[src/rtl/axi_rd_if.sv]
// -----------------------------------------------------------------------------
// axi_rd_if -- AXI4 read address (AR) and read data (R) channel bundle.
//
// Modports:
//   master : the initiator side (core PC/LSU, interconnect); drives AR and rready
//   slave  : the memory side (axi_rd_responder); drives arready and R
//
// Signals:
//   arvalid/arready       AR handshake
//   arid, araddr, arlen   request ID, start byte address, beats-1
//   arsize, arburst       log2(bytes/beat); 00 FIXED, 01 INCR, 10 WRAP
//   rvalid/rready         R handshake
//   rid, rdata            echoed ID, beat data
//   rresp, rlast          00 OKAY, 10 SLVERR, 11 DECERR; final beat marker
// -----------------------------------------------------------------------------
interface axi_rd_if #(
  parameter int ADDR_W = 64,
  parameter int DATA_W = 64,
  parameter int LEN_W  = 8,
  parameter int ID_W   = 4
) ();

  logic              arvalid;
  logic              arready;
  logic [ID_W-1:0]   arid;
  logic [ADDR_W-1:0] araddr;
  logic [LEN_W-1:0]  arlen;
  logic [2:0]        arsize;
  logic [1:0]        arburst;

  logic              rvalid;
  logic              rready;
  logic [ID_W-1:0]   rid;
  logic [DATA_W-1:0] rdata;
  logic [1:0]        rresp;
  logic              rlast;

  modport master (
    output arvalid, arid, araddr, arlen, arsize, arburst, rready,
    input  arready, rvalid, rid, rdata, rresp, rlast
  );

  modport slave (
    input  arvalid, arid, araddr, arlen, arsize, arburst, rready,
    output arready, rvalid, rid, rdata, rresp, rlast
  );

endinterface

[src/rtl/axi_rd_responder.sv]
// -----------------------------------------------------------------------------
// axi_rd_responder -- AXI4 read-channel slave in front of a synchronous
// SRAM-style memory port. One request is accepted at a time; its FIXED or INCR
// burst is walked beat by beat, and each SRAM word comes back as an R beat
// with rid/rresp/rlast.
//
// Ports:
//   clk        clock
//   reset      synchronous, active-high reset
//   bus        axi_rd_if.slave (AR + R channels)
//   mem_en     SRAM read strobe, one cycle per beat
//   mem_addr   SRAM word index of the current beat
//   mem_rdata  SRAM data, valid the cycle after mem_en, held until the next mem_en
//
// Every beat costs READ -> (WAIT x WAIT) -> CAP -> RESP. Requests that fail
// the window/size/burst checks at AR time go straight to RESP and return
// len+1 zero-data beats carrying the error code, never touching the SRAM.
// -----------------------------------------------------------------------------
module axi_rd_responder #(
  parameter int                ADDR_W = 64,
  parameter int                DATA_W = 64,
  parameter int                LEN_W  = 8,
  parameter int                ID_W   = 4,
  parameter int                MEM_AW = 16,
  parameter logic [ADDR_W-1:0] BASE   = 'h8000_0000,
  parameter int                WAIT   = 0
) (
  input  logic              clk,
  input  logic              reset,
  axi_rd_if.slave           bus,
  output logic              mem_en,
  output logic [MEM_AW-1:0] mem_addr,
  input  logic [DATA_W-1:0] mem_rdata
);

  // Byte-offset bits inside one data word, and byte-address bits of the window.
  localparam int OFF_W  = $clog2(DATA_W / 8);
  localparam int WIN_AW = MEM_AW + OFF_W;

  // Window bounds in ADDR_W+1 bits so the end-of-burst sum cannot wrap.
  localparam logic [ADDR_W:0]   ONE_X  = (ADDR_W + 1)'(1);
  localparam logic [ADDR_W:0]   WIN_LO = {1'b0, BASE};
  localparam logic [ADDR_W:0]   WIN_HI = WIN_LO + (ONE_X << WIN_AW);
  localparam logic [ADDR_W-1:0] ONE_A  = ADDR_W'(1);
  localparam logic [LEN_W-1:0]  ONE_L  = LEN_W'(1);
  localparam logic [3:0]        WAIT_LAST = 4'(WAIT > 0 ? WAIT - 1 : 0);

  localparam logic [1:0] RESP_OKAY   = 2'b00;
  localparam logic [1:0] RESP_SLVERR = 2'b10;
  localparam logic [1:0] RESP_DECERR = 2'b11;
  localparam logic [1:0] BURST_INCR  = 2'b01;

  typedef enum logic [2:0] {
    S_IDLE,
    S_READ,
    S_WAIT,
    S_CAP,
    S_RESP
  } state_t;

  state_t state, state_nx;

  logic              arready_q;
  logic [ID_W-1:0]   id_q;
  logic [ADDR_W-1:0] addr_q;
  logic [LEN_W-1:0]  len_q;
  logic [LEN_W-1:0]  beat_q;
  logic [2:0]        size_q;
  logic [1:0]        burst_q;
  logic [1:0]        resp_q;
  logic [3:0]        wait_q;
  logic [DATA_W-1:0] rdata_q;

  logic              ar_hs;
  logic              last_beat;
  logic [1:0]        ar_resp;
  logic [ADDR_W:0]   ar_start;
  logic [ADDR_W:0]   ar_bytes;
  logic [ADDR_W:0]   ar_end;
  logic [ADDR_W-1:0] step;
  logic [ADDR_W-1:0] addr_nx;

  assign ar_hs     = bus.arvalid && arready_q;
  assign last_beat = (beat_q == len_q);

  // Error code for the incoming request. DECERR (outside the window, or an
  // INCR burst whose last byte leaves it) outranks SLVERR (WRAP/reserved burst,
  // or a beat wider than the data bus).
  always_comb begin
    ar_start = {1'b0, bus.araddr};
    ar_bytes = ((ADDR_W + 1)'(bus.arlen) + ONE_X) << bus.arsize;
    ar_end   = ar_start + ar_bytes - ONE_X;
    if ((ar_start < WIN_LO) || (ar_start >= WIN_HI) ||
        ((bus.arburst == BURST_INCR) && (ar_end >= WIN_HI)))
      ar_resp = RESP_DECERR;
    else if (bus.arburst[1] || (int'(bus.arsize) > OFF_W))
      ar_resp = RESP_SLVERR;
    else
      ar_resp = RESP_OKAY;
  end

  // Next beat address: INCR aligns down to the beat size then steps one beat,
  // so an unaligned start realigns on the second beat; FIXED stays put.
  assign step    = ONE_A << size_q;
  assign addr_nx = (burst_q == BURST_INCR) ? ((addr_q & ~(step - ONE_A)) + step) : addr_q;

  always_ff @(posedge clk) begin
    // NOTE: sequential state uses non-blocking assignments so every register
    // samples pre-edge values regardless of block ordering.
    if (reset) state <= S_IDLE;
    else       state <= state_nx;
  end

  always_comb begin
    // NOTE: every output of this block gets a default first, so no path can
    // leave a signal unassigned and infer a latch.
    state_nx   = state;
    mem_en     = 1'b0;
    mem_addr   = '0;
    bus.rvalid = 1'b0;
    bus.rlast  = 1'b0;
    unique case (state)
      S_IDLE: begin
        if (ar_hs) state_nx = (ar_resp == RESP_OKAY) ? S_READ : S_RESP;
      end
      S_READ: begin
        mem_en   = 1'b1;
        mem_addr = MEM_AW'((addr_q - BASE) >> OFF_W);
        state_nx = (WAIT > 0) ? S_WAIT : S_CAP;
      end
      S_WAIT: begin
        if (wait_q == WAIT_LAST) state_nx = S_CAP;
      end
      S_CAP: begin
        state_nx = S_RESP;
      end
      S_RESP: begin
        bus.rvalid = 1'b1;
        bus.rlast  = last_beat;
        if (bus.rready) begin
          if (last_beat)                 state_nx = S_IDLE;
          else if (resp_q == RESP_OKAY)  state_nx = S_READ;
          else                           state_nx = S_RESP;
        end
      end
      default: state_nx = S_IDLE;
    endcase
  end

  always_ff @(posedge clk) begin
    if (reset) begin
      // NOTE: rdata_q is an ordinary register (not an array) and is cleared so
      // the R bus reads zero after reset; the SRAM behind mem_* is never reset.
      arready_q <= 1'b0;
      id_q      <= '0;
      addr_q    <= '0;
      len_q     <= '0;
      beat_q    <= '0;
      size_q    <= '0;
      burst_q   <= '0;
      resp_q    <= RESP_OKAY;
      wait_q    <= '0;
      rdata_q   <= '0;
    end else begin
      // arready is registered: high exactly in IDLE, and only from the cycle
      // after reset is released.
      arready_q <= (state_nx == S_IDLE);
      unique case (state)
        S_IDLE: begin
          if (ar_hs) begin
            id_q    <= bus.arid;
            addr_q  <= bus.araddr;
            len_q   <= bus.arlen;
            size_q  <= bus.arsize;
            burst_q <= bus.arburst;
            resp_q  <= ar_resp;
            beat_q  <= '0;
            rdata_q <= '0;   // error bursts return zero data on every beat
          end
        end
        S_READ: wait_q  <= '0;
        S_WAIT: wait_q  <= wait_q + 4'd1;
        S_CAP:  rdata_q <= mem_rdata;
        S_RESP: begin
          if (bus.rready && !last_beat) begin
            addr_q <= addr_nx;
            beat_q <= beat_q + ONE_L;
          end
        end
        default: ;
      endcase
    end
  end

  assign bus.arready = arready_q;
  assign bus.rid     = id_q;
  assign bus.rresp   = resp_q;
  assign bus.rdata   = rdata_q;

endmodule

[src/flat_wrapper.sv]
// flat-port wrapper written by rule: the top's interface ports become plain ports
module axi_rd_responder_flat 
#(
  parameter int                ADDR_W = 64,
  parameter int                DATA_W = 64,
  parameter int                LEN_W  = 8,
  parameter int                ID_W   = 4,
  parameter int                MEM_AW = 16,
  parameter logic [ADDR_W-1:0] BASE   = 'h8000_0000,
  parameter int                WAIT   = 0
)
  (clk, reset, mem_en, mem_addr, mem_rdata, bus_arvalid, bus_arid, bus_araddr, bus_arlen, bus_arsize, bus_arburst, bus_rready, bus_arready, bus_rvalid, bus_rid, bus_rdata, bus_rresp, bus_rlast);
  axi_rd_if #(.ADDR_W(ADDR_W), .DATA_W(DATA_W), .LEN_W(LEN_W), .ID_W(ID_W)) bus_i ();
  input  logic clk;
  input  logic reset;
  output logic mem_en;
  output logic [MEM_AW-1:0] mem_addr;
  input  logic [DATA_W-1:0] mem_rdata;
  input wire logic [$bits(bus_i.arvalid)-1:0] bus_arvalid;
  input wire logic [$bits(bus_i.arid)-1:0] bus_arid;
  input wire logic [$bits(bus_i.araddr)-1:0] bus_araddr;
  input wire logic [$bits(bus_i.arlen)-1:0] bus_arlen;
  input wire logic [$bits(bus_i.arsize)-1:0] bus_arsize;
  input wire logic [$bits(bus_i.arburst)-1:0] bus_arburst;
  input wire logic [$bits(bus_i.rready)-1:0] bus_rready;
  output wire logic [$bits(bus_i.arready)-1:0] bus_arready;
  output wire logic [$bits(bus_i.rvalid)-1:0] bus_rvalid;
  output wire logic [$bits(bus_i.rid)-1:0] bus_rid;
  output wire logic [$bits(bus_i.rdata)-1:0] bus_rdata;
  output wire logic [$bits(bus_i.rresp)-1:0] bus_rresp;
  output wire logic [$bits(bus_i.rlast)-1:0] bus_rlast;
  assign bus_i.arvalid = bus_arvalid;
  assign bus_i.arid = bus_arid;
  assign bus_i.araddr = bus_araddr;
  assign bus_i.arlen = bus_arlen;
  assign bus_i.arsize = bus_arsize;
  assign bus_i.arburst = bus_arburst;
  assign bus_i.rready = bus_rready;
  assign bus_arready = bus_i.arready;
  assign bus_rvalid = bus_i.rvalid;
  assign bus_rid = bus_i.rid;
  assign bus_rdata = bus_i.rdata;
  assign bus_rresp = bus_i.rresp;
  assign bus_rlast = bus_i.rlast;
  axi_rd_responder #(.ADDR_W(ADDR_W), .DATA_W(DATA_W), .LEN_W(LEN_W), .ID_W(ID_W), .MEM_AW(MEM_AW), .BASE(BASE), .WAIT(WAIT)) u_core (.clk(clk), .reset(reset), .bus(bus_i), .mem_en(mem_en), .mem_addr(mem_addr), .mem_rdata(mem_rdata));
endmodule
[config.mk]
export PLATFORM = sky130hd
export DESIGN_NAME = axi_rd_responder_flat
export DESIGN_NICKNAME = d
export VERILOG_FILES = /design/src/rtl/axi_rd_if.sv /design/src/rtl/axi_rd_responder.sv /design/src/flat_wrapper.sv
export SDC_FILE = /design/constraint.sdc
export NUM_CORES = 1
export LEC_CHECK = 0
export ABC_CLOCK_PERIOD_IN_PS = 8000
export CORE_MARGIN = 3
export CORE_UTILIZATION = 35
export CTS_BUF_LIST = sky130_fd_sc_hd__clkbuf_16
export CTS_CLUSTER_DIAMETER = 40
export DETAILED_ROUTE_END_ITERATION = 8
export PLACE_DENSITY = 0.58
export REMOVE_ABC_BUFFERS = 1
export SYNTH_ARGS = -nofsm -noshare
export SYNTH_HDL_FRONTEND = slang
export SYNTH_SLANG_ARGS = --single-unit
[constraint.sdc]
create_clock -name clk -period 8 [get_ports clk]
set_clock_uncertainty 0.15 [all_clocks]
set_input_delay 2 -clock clk [delete_from_list [all_inputs] [get_ports clk]]
set_output_delay 2 -clock clk [all_outputs]
set_load 0.005 [all_outputs]
==> metrics, run 1 <==
status completed; crit path max fanout 9; vias per cell 5.810; met3 usage 3.368%; Max clock buf depth 2; CP delay by family, top compound AO/OA/AOI/OAI gates; CTS Hold Buffers Added 0; IO buf count 238; Final Hold Fails 0; Post-synth ARST share 0%; most frequent cell after synthesis nand2_1; Vias 14391; warnings from Yosys 0; GRT Max-Usage Layer met2; RSZ-0062 raised after global routing false; Synth top cells by count nand2_1, a21oi_1, inv_1, ha_1, nor2_1; Die Wd 196.8 um; register area share after synthesis 18.55%; min Tclk post-route 7.265 ns; syn avg cell area 6.963 um^2; Startpoint Class input pin; Avg WL per Cell 20.83 um; DIE AREA 0.03871 mm^2; Crit-path slowest cell clkdlybuf4s50_1; CTS tree yes; Nets 2287; largest net degree at the start of global routing 86; flops & latches, synth 118; initial DRC count 1160; Core Util, Final 44.72%; Worst-path clk slew 0.06 ns; root buffer selected by CTS clkbuf_16; GRT Total Usage 25.33%; Cell Count Post-Placement 2443; Max H-tree Level 4; drt total wl 51.60 mm; met1 Track Usage GR 33.92%; cell area power density 157.4 mW/mm^2; initial antenna violation count 1; Top FF cell, synth dfxtp_1; Crit Path Category in2reg; Site Rows 69; Sink Count 118; achievable frequency 137.6 MHz; worst skew pair latency 0.42 ns; crit share post-route 90.82%; Synth cell types 90; HPWL after DPL 41.27 mm; post-CTS sizing 0; setup_tns 0 ns; Worst Path Required 8.17 ns; crit path capture type flop; Post-Layout Cell Count 2477; max-cap violation count 0; Buf/Inv on CP 3; final setup violating endpoints 0; leading area contributor after synthesis dfxtp_1; Mapped Cells 1829; I/O pin total 239; post-route ant nets 0; flop2flop setup slack 3.74 ns; DRT Pass-1 Iters 5; CP peak stage delay 0.66 ns; TritonCTS Buffers 17; area of the mapped netlist 0.01273 mm^2; die height 196.8 um; first-pass GRT wire length 77.85 mm; worst slew pin tran 1.068 ns; post-synth top area share 18.55%; core area 0.03574 mm^2; hold crit path type reg2reg; Rel. slew slack 28.15%; fin. max-slew vios 0; Fin Hold WS 0.3026 ns; number of synthesized flops with an enable pin 0; cell leakage power 6.144 nW; top post-synthesis cells by area dfxtp_1, ha_1, a21oi_1, nand2_1, inv_1; Final GP Congestion 0.9657; VDD IR-drop max 0.1459 mV; fraction of layout cells with a size suffix above 1 4.469%; gr ovfl total 0; vias in the first global route 13357; Arr. time, crit path 7.44 ns; Residual DRC 0; Initial Util 35.63%; postcts setup bufs 0; GR Layer Usage met2 42.42%; Layout area overhead 25.53%
## logic make-up after synthesis
logic type	Yosys count	share of synthesized area [%]
xor+xnor	34	2.338
simple gates	758	30.15
buf+inv	253	7.781
fa+ha+maj	138	13.60
mux	19	1.552
flops	118	18.55
compound gates	509	26.03
## layout make-up
type                       instances  area, um^2
clock buffer                      17       425.4
antenna                            2       5.005
tap                              461       576.8
multi-input combinational       1458        9390
fill                            3704       19760
timing repair buffer             254        2500
inverter                         152       571.8
sequential                       118        2362
clock inverter                    15       153.9
## flip-flops by register name, summed over array words and instances (netlist names)
name and cells:
u_core.state 3, u_core.size_q 3, u_core.bus.arready 1, u_core.wait_q 4, u_core.len_q 8, u_core.bus.rid 4
u_core.bus.rresp 2, u_core.burst_q 2, u_core.beat_q 8, u_core.addr_q 19, u_core.bus.rdata 64
## final timing paths
path | from | to | cells past startpoint
worst min-delay path | u_core.wait_q[3]$_SDFFE_PP0P_ | u_core.wait_q[3]$_SDFFE_PP0P_ | 2
worst min register to register | u_core.wait_q[3]$_SDFFE_PP0P_ | u_core.wait_q[3]$_SDFFE_PP0P_ | 2
worst max register to register | u_core.size_q[0]$_SDFFE_PP0P_ | u_core.addr_q[17]$_SDFFE_PP0P_ | 13
worst max-delay path | bus_arlen[3] | u_core.bus.rresp[1]$_SDFFE_PP0P_ | 25
## layout by cell type, fill, tap and decap left out, types with 20 or more instances in the layout
| cell | instances |
|---|---|
| nand4_1 | 30 |
| dfxtp_1 | 118 |
| ha_1 | 136 |
| nand2_1 | 233 |
| nor2b_1 | 31 |
| inv_1 | 152 |
| and2_1 | 29 |
| o31ai_1 | 23 |
| nor3_1 | 54 |
| nor2_1 | 132 |
| nor4_1 | 39 |
| a211oi_1 | 23 |
| clkdlybuf4s50_1 | 237 |
| a21oi_1 | 184 |
| nand3_1 | 107 |
| o21ai_0 | 77 |
| a21o_1 | 20 |
| o211ai_1 | 25 |
## through the flow
stage               setup WS (ns)  power (mW)  area, um^2
floorplan                   1.797       1.339       12320
global placement           0.4569       1.756       15400
detailed placement         0.4213       1.756       15400
CTS                        0.8259       2.517       15980
global route               0.2860       2.663       15980
finish                     0.7347       2.515       15990
## metal layers
metal	vias to the layer above	share of wire (%)
met5	-	0
met2	584	47
met1	6751	44
met4	0	3.3
met3	100	6.3
li1	6956	-
## power breakdown
part	switching, mW	internal [mW]	total [mW]
clock network	0.294	0.459	0.753
registers	0.0665	0.637	0.703
logic	0.657	0.402	1.06
total	1.02	1.50	2.52
## worst register-to-register path, stage by stage, from the launching register on
cell and delay [ns]:
dfxtp_1 0.52, or3_1 0.50, ha_1 0.34, nor4b_1 0.30, a32o_1 0.21, a21oi_1 0.08
o32ai_1 0.28, a221oi_1 0.17, o21ai_1 0.17, a21boi_1 0.14, or4_1 0.62, o21ai_0 0.19
a21oi_1 0.09, a2111oi_0 0.37
No activity file was read; power rests on OpenSTA's default activity.
==> run 2: changes to the inputs <==
--- a/config.mk
+++ b/config.mk
@@ -8,7 +8,6 @@
 export ABC_CLOCK_PERIOD_IN_PS = 8000
 export CORE_MARGIN = 3
 export CORE_UTILIZATION = 35
-export CTS_BUF_LIST = sky130_fd_sc_hd__clkbuf_16
 export CTS_CLUSTER_DIAMETER = 40
 export DETAILED_ROUTE_END_ITERATION = 8
 export PLACE_DENSITY = 0.58
==> run 2 against run 1 <==
Net effect: non-clock buffer count did not move; routed wire length barely moved; largest power group unchanged; maximum frequency barely moved; first-iteration DRC count did not move; highest routed layer unchanged; utilization did not move; sequential power barely moved; flip-flop and latch count did not move; count of clock-buffer cells in the layout rose by 1; die area did not move.
==> metrics, run 2 (synthesis results as in run 1) <==
Sink Count 118 (unchanged); Vias 14394 (was 14391); gr ovfl total 0 (unchanged); VDD IR-drop max 0.1461 mV (was 0.1459 mV); max-cap violation count 0 (unchanged); DRT Pass-1 Iters 6 (was 5); largest net degree at the start of global routing 86 (unchanged); I/O pin total 239 (unchanged); reg2reg end u_core.addr_q[17]$_SDFFE_PP0P_ (unchanged); Hold Crit Depth 2 (unchanged); Cell Count Post-Placement 2443 (unchanged); Avg WL per Cell 20.83 um (about the same); DIE AREA 0.03871 mm^2 (unchanged); final setup violating endpoints 0 (unchanged); Core Util, Final 44.72% (unchanged); vias in the first global route 13357 (unchanged); achievable frequency 137.6 MHz (about the same); Layout area overhead 25.53% (unchanged); TritonCTS Buffers 17 (unchanged); min Tclk post-route 7.266 ns (was 7.265 ns); core area 0.03574 mm^2 (unchanged); Final Hold Fails 0 (unchanged); initial DRC count 1160 (unchanged); CTS Hold Buffers Added 0 (unchanged); crit path capture type flop (unchanged); Startpoint Class input pin (unchanged); worst slew pin tran 1.143 ns (was 1.068 ns); setup_tns 0 ns (unchanged); number of flip-flops in the largest register 64 (unchanged); commonest non-fill, non-tap cell in the layout clkdlybuf4s50_1 (unchanged); postcts setup bufs 0 (unchanged); Max clock buf depth 2 (unchanged); initial antenna violation count 1 (unchanged); Worst Path Required 8.17 ns (about the same); fin. max-slew vios 0 (unchanged); fraction of layout cells with a size suffix above 1 4.469% (unchanged); Rel. slew slack 23.09% (was 28.15%); Residual DRC 0 (unchanged); post-CTS sizing 0 (unchanged); crit path max fanout 9 (unchanged); fin area 0.01599 mm^2 (unchanged); Fin Hold WS 0.3026 ns (about the same); root buffer selected by CTS clkbuf_16 (unchanged); dpl cell area 0.01540 mm^2 (unchanged); worst skew pair latency 0.42 ns (about the same); most frequent cells in the layout clkdlybuf4s50_1, nand2_1, a21oi_1 (unchanged); Worst-path clk slew 0.06 ns (about the same); CTS tree yes (unchanged); Post-Layout Cell Count 2477 (unchanged); crit share post-route 90.82% (about the same); hold crit path type reg2reg (unchanged); GRT Total Usage 25.33% (unchanged); vias per cell 5.811 (was 5.810); Die Wd 196.8 um (unchanged); Crit Path Category in2reg (unchanged); worst r2r path cells 13 (unchanged); Initial Util 35.63% (unchanged); Nets 2287 (unchanged); cell area power density 157.4 mW/mm^2 (about the same); drt total wl 51.59 mm (was 51.60 mm); Min-Delay Startpoint u_core.wait_q[3]$_SDFFE_PP0P_ (unchanged); Arr. time, crit path 7.44 ns (about the same); Critical Path Source bus_arlen[3] (unchanged); Worst Hold End u_core.wait_q[3]$_SDFFE_PP0P_ (unchanged); IO buf count 238 (unchanged); RSZ-0062 raised after global routing false (unchanged); Site Rows 69 (unchanged); cell leakage power 6.140 nW (was 6.144 nW); Final GP Congestion 0.9657 (unchanged); post-route ant nets 0 (unchanged); R2R Path Start u_core.size_q[0]$_SDFFE_PP0P_ (unchanged); flop2flop setup slack 3.74 ns (about the same); first-pass GRT wire length 77.85 mm (unchanged); die height 196.8 um (unchanged); HPWL after DPL 41.27 mm (unchanged); filler instances 3704 (unchanged); status completed (unchanged); Max H-tree Level 4 (unchanged)
==> run 2: final cells by class <==
class | count | area [um^2] | share of cell area, %
antenna | 2 | 5.005 | 0.03131
multi-input combinational | 1458 | 9390 | 58.74
timing repair buffer | 254 | 2500 | 15.64
clock inverter | 14 | 150.1 | 0.9393
sequential | 118 | 2362 | 14.78
clock buffer | 18 | 429.2 | 2.685
tap | 461 | 576.8 | 3.608
inverter | 152 | 571.8 | 3.577
==> run 2: per-layer routing <==
layer  global-route usage [%]  wire (um)
met1                    33.92      22570
met2                    42.42      24060
met3                    3.368       3222
met4                    8.078       1741
met5                        0          0
==> run 2: how the worst max path moves through the flow <==
stage | end | slack [ns] | cells after the start
2_1_floorplan | u_core.bus.rresp[1]$_SDFFE_PP0P_ | 1.80 | 23
3_3_place_gp | u_core.bus.rresp[1]$_SDFFE_PP0P_ | 0.46 | 25
3_5_place_dp | u_core.bus.rresp[1]$_SDFFE_PP0P_ | 0.42 | 25
4_1_cts | u_core.bus.rresp[1]$_SDFFE_PP0P_ | 0.83 | 25
5_1_grt | u_core.bus.rresp[1]$_SDFFE_PP0P_ | 0.29 | 24
6_report | u_core.bus.rresp[1]$_SDFFE_PP0P_ | 0.73 | 25
==> run 2: where the power goes <==
part	switching [mW]	internal [mW]
logic	0.658	0.402
registers	0.0665	0.637
clock network	0.294	0.460
==> run 2: stage by stage <==
| step | worst slack, ns | power, mW |
|---|---|---|
| 3_3_place_gp | 0.4569 | 1.756 |
| 2_1_floorplan | 1.797 | 1.339 |
| 5_1_grt | 0.2860 | 2.664 |
| 3_5_place_dp | 0.4213 | 1.756 |
| 6_report | 0.7343 | 2.517 |
| 4_1_cts | 0.8259 | 2.518 |
==> run 2: critical path, stage by stage <==
cell and delay, ns:
clkdlybuf4s50_1 0.66, nand3_1 0.15, nor2_1 0.21, and2_1 0.22, nand2_1 0.07, o22ai_1 0.16, a32o_1 0.20, nor2_1 0.06
a21oi_1 0.19, mux2i_1 0.11, ha_1 0.28, inv_1 0.04, ha_1 0.34, nand4_1 0.14, o22ai_1 0.20, a311oi_1 0.13
buf_4 0.18, a311o_1 0.32, and3_4 0.21, o21ai_1 0.34, a21oi_1 0.14, xnor2_1 0.37, and4b_1 0.27, a21o_1 0.19
a211oi_1 0.24
